--- src/rtl/mmu_arb_pkg.sv ---
// Shared types for the two-master MMU port arbiter.
// Master ids, read-return tags and latency bound.
package mmu_arb_pkg;

    typedef logic master_id_t;

    localparam master_id_t MASTER_CORE = 1'b0;
    localparam master_id_t MASTER_DMA  = 1'b1;

    typedef struct packed {
        logic       valid;
        master_id_t id;
    } rd_tag_t;

    localparam int MAX_RD_LATENCY = 4;

endpackage

--- src/rtl/mmu_arb_rd_tracker.sv ---
// Read-return tag pipeline: follows each granted read through the MMU
// latency and pulses the owning master's rd_valid when data arrives.
module mmu_arb_rd_tracker
    import mmu_arb_pkg::*;
#(
    parameter int RD_LATENCY = 1
) (
    input  logic    clk,
    input  logic    rstb,
    input  rd_tag_t push_i,
    output logic    m0_rd_valid_o,
    output logic    m1_rd_valid_o
);

    localparam int DEPTH = (RD_LATENCY < 1) ? 1 :
                           (RD_LATENCY > MAX_RD_LATENCY) ? MAX_RD_LATENCY :
                           RD_LATENCY;

    rd_tag_t pipe_q [DEPTH];

    always_ff @(posedge clk or negedge rstb) begin
        if (!rstb) begin
            for (int i = 0; i < DEPTH; i++) begin
                pipe_q[i] <= '0;
            end
        end else begin
            pipe_q[0] <= push_i;
            for (int i = 1; i < DEPTH; i++) begin
                pipe_q[i] <= pipe_q[i-1];
            end
        end
    end

    assign m0_rd_valid_o = pipe_q[DEPTH-1].valid &&
                           (pipe_q[DEPTH-1].id == MASTER_CORE);
    assign m1_rd_valid_o = pipe_q[DEPTH-1].valid &&
                           (pipe_q[DEPTH-1].id == MASTER_DMA);

endmodule

--- src/rtl/mmu_bus_arbiter.sv ---
// Two-master arbiter for the single MMU port: same-cycle grant,
// round-robin on contention, bounded lock for atomic sequences.
module mmu_bus_arbiter
    import mmu_arb_pkg::*;
#(
    parameter int RD_LATENCY = 1,
    parameter int LOCK_MAX   = 16
) (
    input  logic        clk,
    input  logic        rstb,
    input  logic        m0_req,
    input  logic        m0_lock,
    input  logic [31:0] m0_addr,
    input  logic        m0_wr_ena,
    input  logic [31:0] m0_wr_data,
    output logic        m0_gnt,
    output logic        m0_rd_valid,
    output logic [31:0] m0_rd_data,
    input  logic        m1_req,
    input  logic        m1_lock,
    input  logic [31:0] m1_addr,
    input  logic        m1_wr_ena,
    input  logic [31:0] m1_wr_data,
    output logic        m1_gnt,
    output logic        m1_rd_valid,
    output logic [31:0] m1_rd_data,
    output logic [31:0] mem_addr,
    output logic        mem_wr_ena,
    output logic [31:0] mem_wr_data,
    input  logic [31:0] mem_rd_data,
    output logic        owner
);

    localparam logic [8:0] LOCK_LIM = 9'(LOCK_MAX);

    master_id_t rr_last_q, rr_last_d;
    master_id_t lock_id_q, lock_id_d;
    logic       lock_q, lock_d;
    logic [7:0] lock_cnt_q, lock_cnt_d;
    logic [8:0] cnt_inc;
    logic       gnt_any;
    master_id_t gnt_id;
    logic       sel_lock;
    logic       sel_wr;
    logic       hold_req;
    logic       hold_lock;
    rd_tag_t    push_tag;

    // Grants are forced low while reset is asserted, not just at the next edge.
    always_comb begin
        m0_gnt = 1'b0;
        m1_gnt = 1'b0;
        if (rstb) begin
            if (lock_q) begin
                m0_gnt = m0_req && (lock_id_q == MASTER_CORE);
                m1_gnt = m1_req && (lock_id_q == MASTER_DMA);
            end else if (m0_req && m1_req) begin
                m0_gnt = (rr_last_q != MASTER_CORE);
                m1_gnt = (rr_last_q == MASTER_CORE);
            end else begin
                m0_gnt = m0_req;
                m1_gnt = m1_req;
            end
        end
    end

    assign gnt_any = m0_gnt || m1_gnt;
    assign gnt_id  = m1_gnt ? MASTER_DMA : MASTER_CORE;
    assign owner   = m1_gnt;

    always_comb begin
        mem_addr    = '0;
        mem_wr_data = '0;
        mem_wr_ena  = 1'b0;
        sel_lock    = 1'b0;
        sel_wr      = 1'b0;
        if (m0_gnt) begin
            mem_addr    = m0_addr;
            mem_wr_data = m0_wr_data;
            mem_wr_ena  = m0_wr_ena;
            sel_lock    = m0_lock;
            sel_wr      = m0_wr_ena;
        end else if (m1_gnt) begin
            mem_addr    = m1_addr;
            mem_wr_data = m1_wr_data;
            mem_wr_ena  = m1_wr_ena;
            sel_lock    = m1_lock;
            sel_wr      = m1_wr_ena;
        end
    end

    assign hold_req  = (lock_id_q == MASTER_DMA) ? m1_req  : m0_req;
    assign hold_lock = (lock_id_q == MASTER_DMA) ? m1_lock : m0_lock;

    // While locked, any grant goes to the holder, so the count just continues.
    always_comb begin
        rr_last_d  = rr_last_q;
        lock_d     = lock_q;
        lock_id_d  = lock_id_q;
        lock_cnt_d = lock_cnt_q;
        cnt_inc    = (lock_q ? {1'b0, lock_cnt_q} : 9'd0) + 9'd1;
        if (gnt_any) begin
            rr_last_d = gnt_id;
        end
        if (gnt_any && sel_lock) begin
            if (cnt_inc == LOCK_LIM) begin
                lock_d     = 1'b0;
                lock_cnt_d = '0;
            end else begin
                lock_d     = 1'b1;
                lock_id_d  = gnt_id;
                lock_cnt_d = cnt_inc[7:0];
            end
        end else if (lock_q && (gnt_any || (!hold_req && !hold_lock))) begin
            lock_d     = 1'b0;
            lock_cnt_d = '0;
        end
    end

    always_ff @(posedge clk or negedge rstb) begin
        if (!rstb) begin
            rr_last_q  <= MASTER_DMA;
            lock_q     <= 1'b0;
            lock_id_q  <= MASTER_CORE;
            lock_cnt_q <= '0;
        end else begin
            rr_last_q  <= rr_last_d;
            lock_q     <= lock_d;
            lock_id_q  <= lock_id_d;
            lock_cnt_q <= lock_cnt_d;
        end
    end

    assign push_tag.valid = gnt_any && !sel_wr;
    assign push_tag.id    = gnt_id;

    mmu_arb_rd_tracker #(
        .RD_LATENCY (RD_LATENCY)
    ) u_rd_tracker (
        .clk           (clk),
        .rstb          (rstb),
        .push_i        (push_tag),
        .m0_rd_valid_o (m0_rd_valid),
        .m1_rd_valid_o (m1_rd_valid)
    );

    assign m0_rd_data = mem_rd_data;
    assign m1_rd_data = mem_rd_data;

endmodule
--- config.mk ---
export PLATFORM = sky130hd
export DESIGN_NAME = mmu_bus_arbiter
export DESIGN_NICKNAME = d
export VERILOG_FILES = /design/src/rtl/mmu_arb_pkg.sv /design/src/rtl/mmu_arb_rd_tracker.sv /design/src/rtl/mmu_bus_arbiter.sv
export SDC_FILE = /design/constraint.sdc
export NUM_CORES = 1
export LEC_CHECK = 0
export ABC_AREA = 0
export CAP_MARGIN = 20
export CORE_AREA = 2 2 117 119
export DETAILED_ROUTE_END_ITERATION = 8
export DIE_AREA = 0 0 119 121
export GPL_ROUTABILITY_DRIVEN = 1
export PLACE_DENSITY = 0.57
export SYNTH_ARGS = -nofsm -noshare
export SYNTH_HDL_FRONTEND = slang
export SYNTH_SLANG_ARGS = --single-unit
--- constraint.sdc ---
create_clock -name clk -period 2.2 [get_ports clk]
set_input_delay 0.44 -clock clk [delete_from_list [all_inputs] [get_ports clk]]
set_output_delay 0.44 -clock clk [all_outputs]
set_load 0.01 [all_outputs]
==> flow_summary.json <==
{
  "layout_commonest_cell": "clkdlybuf4s50_1",
  "drt_first_pass_iters": 4,
  "p_leak_nw": 1.88,
  "dieArea_um2": 14400,
  "setup_viol_count_final": 70,
  "status": "complete, but fails checks",
  "tightest_slew_ns": 0.348,
  "slowest_stage": "dfstp_2",
  "core_area_um2": 13100,
  "pwr-share-seq_pct": 13.7,
  "drc": 0,
  "dp_slack_ns": -0.621,
  "syn_inst": 230,
  "max-slew-margin-rel_pct": 76.6,
  "grt_max_degree": 17,
  "finalCritPeriodShare_pct": 107,
  "grt_pass1_vias": 2868,
  "utilization_pct": 32.3,
  "fin_ws_ns": -0.157,
  "cts-root-buf": "clkbuf_16",
  "vias": 2543,
  "initial_core_util_pct": 14.9,
  "place_inst": 551,
  "clockBufferDepth": 2,
  "p_clk_share_pct": 13.6,
  "crit_fanout": 6,
  "endpoint_kind": "output pin",
  "setup_tns_ns": -5.41,
  "crit_arrival_ns": 1.92,
  "io_buffer_count": 205,
  "drive_gt1_share_pct": 34.6,
  "grt_overflow": 0,
  "routedWlPerCell_um": 18.5,
  "hold_violations": 0,
  "syn_area_um2": 1950,
  "syn_avg_cell_area_um2": 8.49,
  "final.min_clock_period_ns": 2.36,
  "max_stage_delay_ns": 0.54,
  "grt_antenna_before_repair": 1,
  "htreeDepth": 1,
  "fin_skew_ns": 0.00394,
  "synth-seq-area-share_pct": 16.7,
  "cp-start-kind": "flip-flop",
  "grt_usage_pct": 14.0,
  "path_common_cell": "buf_12",
  "antenna_left": 0,
  "grt_pass1_wl_mm": 15.4,
  "ys_ff_latch": 13,
  "insertion_delay_ns": 0.25,
  "dieHeight_um": 121,
  "synth_nets": 399,
  "ys_types": 39,
  "swShare_pct": 36.9,
  "num_rows": 42,
  "path_class": "reg -> out",
  "violations": "setup timing",
  "finish.instance_area_um2": 4220,
  "clock_sinks": 13,
  "crit_chain": "buf_6 > nand2_2 > o2111a_2 > buf_12 > buf_12 > buf_16 > a22o_1 > buf_2",
  "viasPerCell": 4.38,
  "vdd.ir_drop.worst_uv": 318,
  "fillers": 1356,
  "hold_buffers": 0,
  "mostFrequentLayoutCells": "clkdlybuf4s50_1 (134), a22o_1 (70), buf_2 (60)",
  "cts_buffers": 3,
  "yosysWarnings": 0,
  "drv_slew": 0,
  "p_sw_mw": 0.984,
  "comb_power_share_pct": 72.7,
  "hold_class": "in -> async",
  "p_per_area_nw_per_um2": 631,
  "place_hpwl_mm": 7.38,
  "rrSetupSlack_ns": -0.05,
  "area_growth_syn_to_layout_pct": 116,
  "internal_power_mw": 1.68,
  "dpl_cell_area_um2": 3880,
  "cts.clk_slew.worst_paths_ns": 0.05,
  "io-pin-count": 302,
  "antenna_cells": 0,
  "tritoncts": "yes",
  "drt_wl_total_mm": 10.7,
  "fin_nets": 575,
  "die_w_um": 119,
  "rsz0062_at_grt": "true",
  "fmax_mhz": 424,
  "gp_congestion": 0.802,
  "critPathRequiredTime_ns": 1.76,
  "cap_violations": 0,
  "layout.cells.non_filler": 581,
  "drt-initial-drc-count": 47
}
## layer usage
layer	share of wire, %	track usage, %	routed length (um)
met5	0.12	0	13
met4	4.0	6.47	428
met3	9.0	4.56	962
met2	53	27.4	5700
met1	34	13.0	3630
## power by group through the flow
stage	combinational (mW)	clock, mW	sequential (mW)
finish	1.94	0.362	0.366
global route	2.06	0.379	0.374
CTS	1.97	0.373	0.363
detailed placement	1.61	0	0.366
global placement	1.60	0	0.363
floorplan	0.812	0	0.342
## flip-flops by register name, indices dropped and copies added, names as in the netlist
| signal | cells |
|---|---|
| lock_q | 1 |
| lock_id_q | 1 |
| lock_cnt_q | 8 |
| u_rd_tracker.pipe_q | 2 |
| rr_last_q | 1 |
## worst max-delay path, delay by kind of cell (launching register included)
family	cells	cell delay, ns
simple gates	1	0.03
compound gates	2	0.43
buf+inv	5	0.65
flops	1	0.54
## per-stage QoR
step                total power, mW  hold slack, ns
CTS                            2.71           0.294
detailed placement             1.98           0.559
floorplan                      1.15           0.144
global route                   2.82           0.339
finish                         2.66           0.296
global placement               1.97           0.546
## cell usage after synthesis (all sizes together)
cell type | n | area share, %
or3 | 1 | 0.58
nor2 | 7 | 1.5
nor3 | 2 | 0.51
nand4b | 1 | 0.45
nand4 | 1 | 0.64
buf | 75 | 27
mux2 | 1 | 0.77
a22oi | 2 | 1.0
dfrtp | 12 | 15
o31ai | 1 | 0.38
a32oi | 1 | 0.45
nand3 | 6 | 1.5
a221oi | 1 | 1.3
o21ai | 2 | 0.51
ha | 1 | 0.64
nor2b | 1 | 0.32
a22o | 70 | 31
a2bb2oi | 1 | 0.45
or4 | 1 | 0.38
o22ai | 1 | 0.32
o2111a | 1 | 0.58
nor3b | 2 | 0.77
or2 | 4 | 1.3
a21o | 4 | 1.5
clkbuf | 7 | 1.3
a32o | 1 | 0.51
inv | 2 | 0.38
o21bai | 1 | 0.38
nand2 | 9 | 1.7
a211oi | 3 | 1.8
nand2b | 1 | 0.32
and2 | 5 | 1.6
nand3b | 1 | 0.38
dfstp | 1 | 1.3
## cell families after synthesis
logic type	Yosys count	share of synthesized area, %
AND/OR/NAND/NOR	42	12.0
flip-flops	13	16.7
multiplexers	1	0.769
AO/OA/AOI/OAI	89	40.7
buffers and inverters	84	29.2
adder cells (fa/ha/maj)	1	0.641
## area by class of cell
type / count / area, um^2 / area share (%)
Multi-Input combinational cell: 133 / 1120 / 26.5
Inverter: 2 / 7.51 / 0.178
Timing Repair Buffer: 253 / 2470 / 58.5
Clock buffer: 3 / 75.1 / 1.78
Clock inverter: 1 / 5.00 / 0.118
Sequential cell: 13 / 328 / 7.76
Tap cell: 176 / 220 / 5.21
## final timing paths
check | endpoint | from | depth (start not counted)
worst min-delay path | lock_cnt_q[6]$_DFFE_PN0P_ | rstb | 2
worst min register to register | lock_cnt_q[7]$_DFFE_PN0P_ | lock_cnt_q[7]$_DFFE_PN0P_ | 1
worst max register to register | lock_cnt_q[3]$_DFFE_PN0P_ | rr_last_q$_DFFE_PN1P_ | 10
max in group asynchronous | rr_last_q$_DFFE_PN1P_ | rstb | 2
worst max-delay path | mem_addr[27] | rr_last_q$_DFFE_PN1P_ | 8
min in group clk | lock_cnt_q[7]$_DFFE_PN0P_ | lock_cnt_q[7]$_DFFE_PN0P_ | 1
## repair_timing
action	in CTS	in global routing
gates resized for setup	305	9
setup buffers	16	2
setup endpoints to repair	78	77
cloned	12	1
pin swaps	17	18
Power figures use the tool's default switching activity.
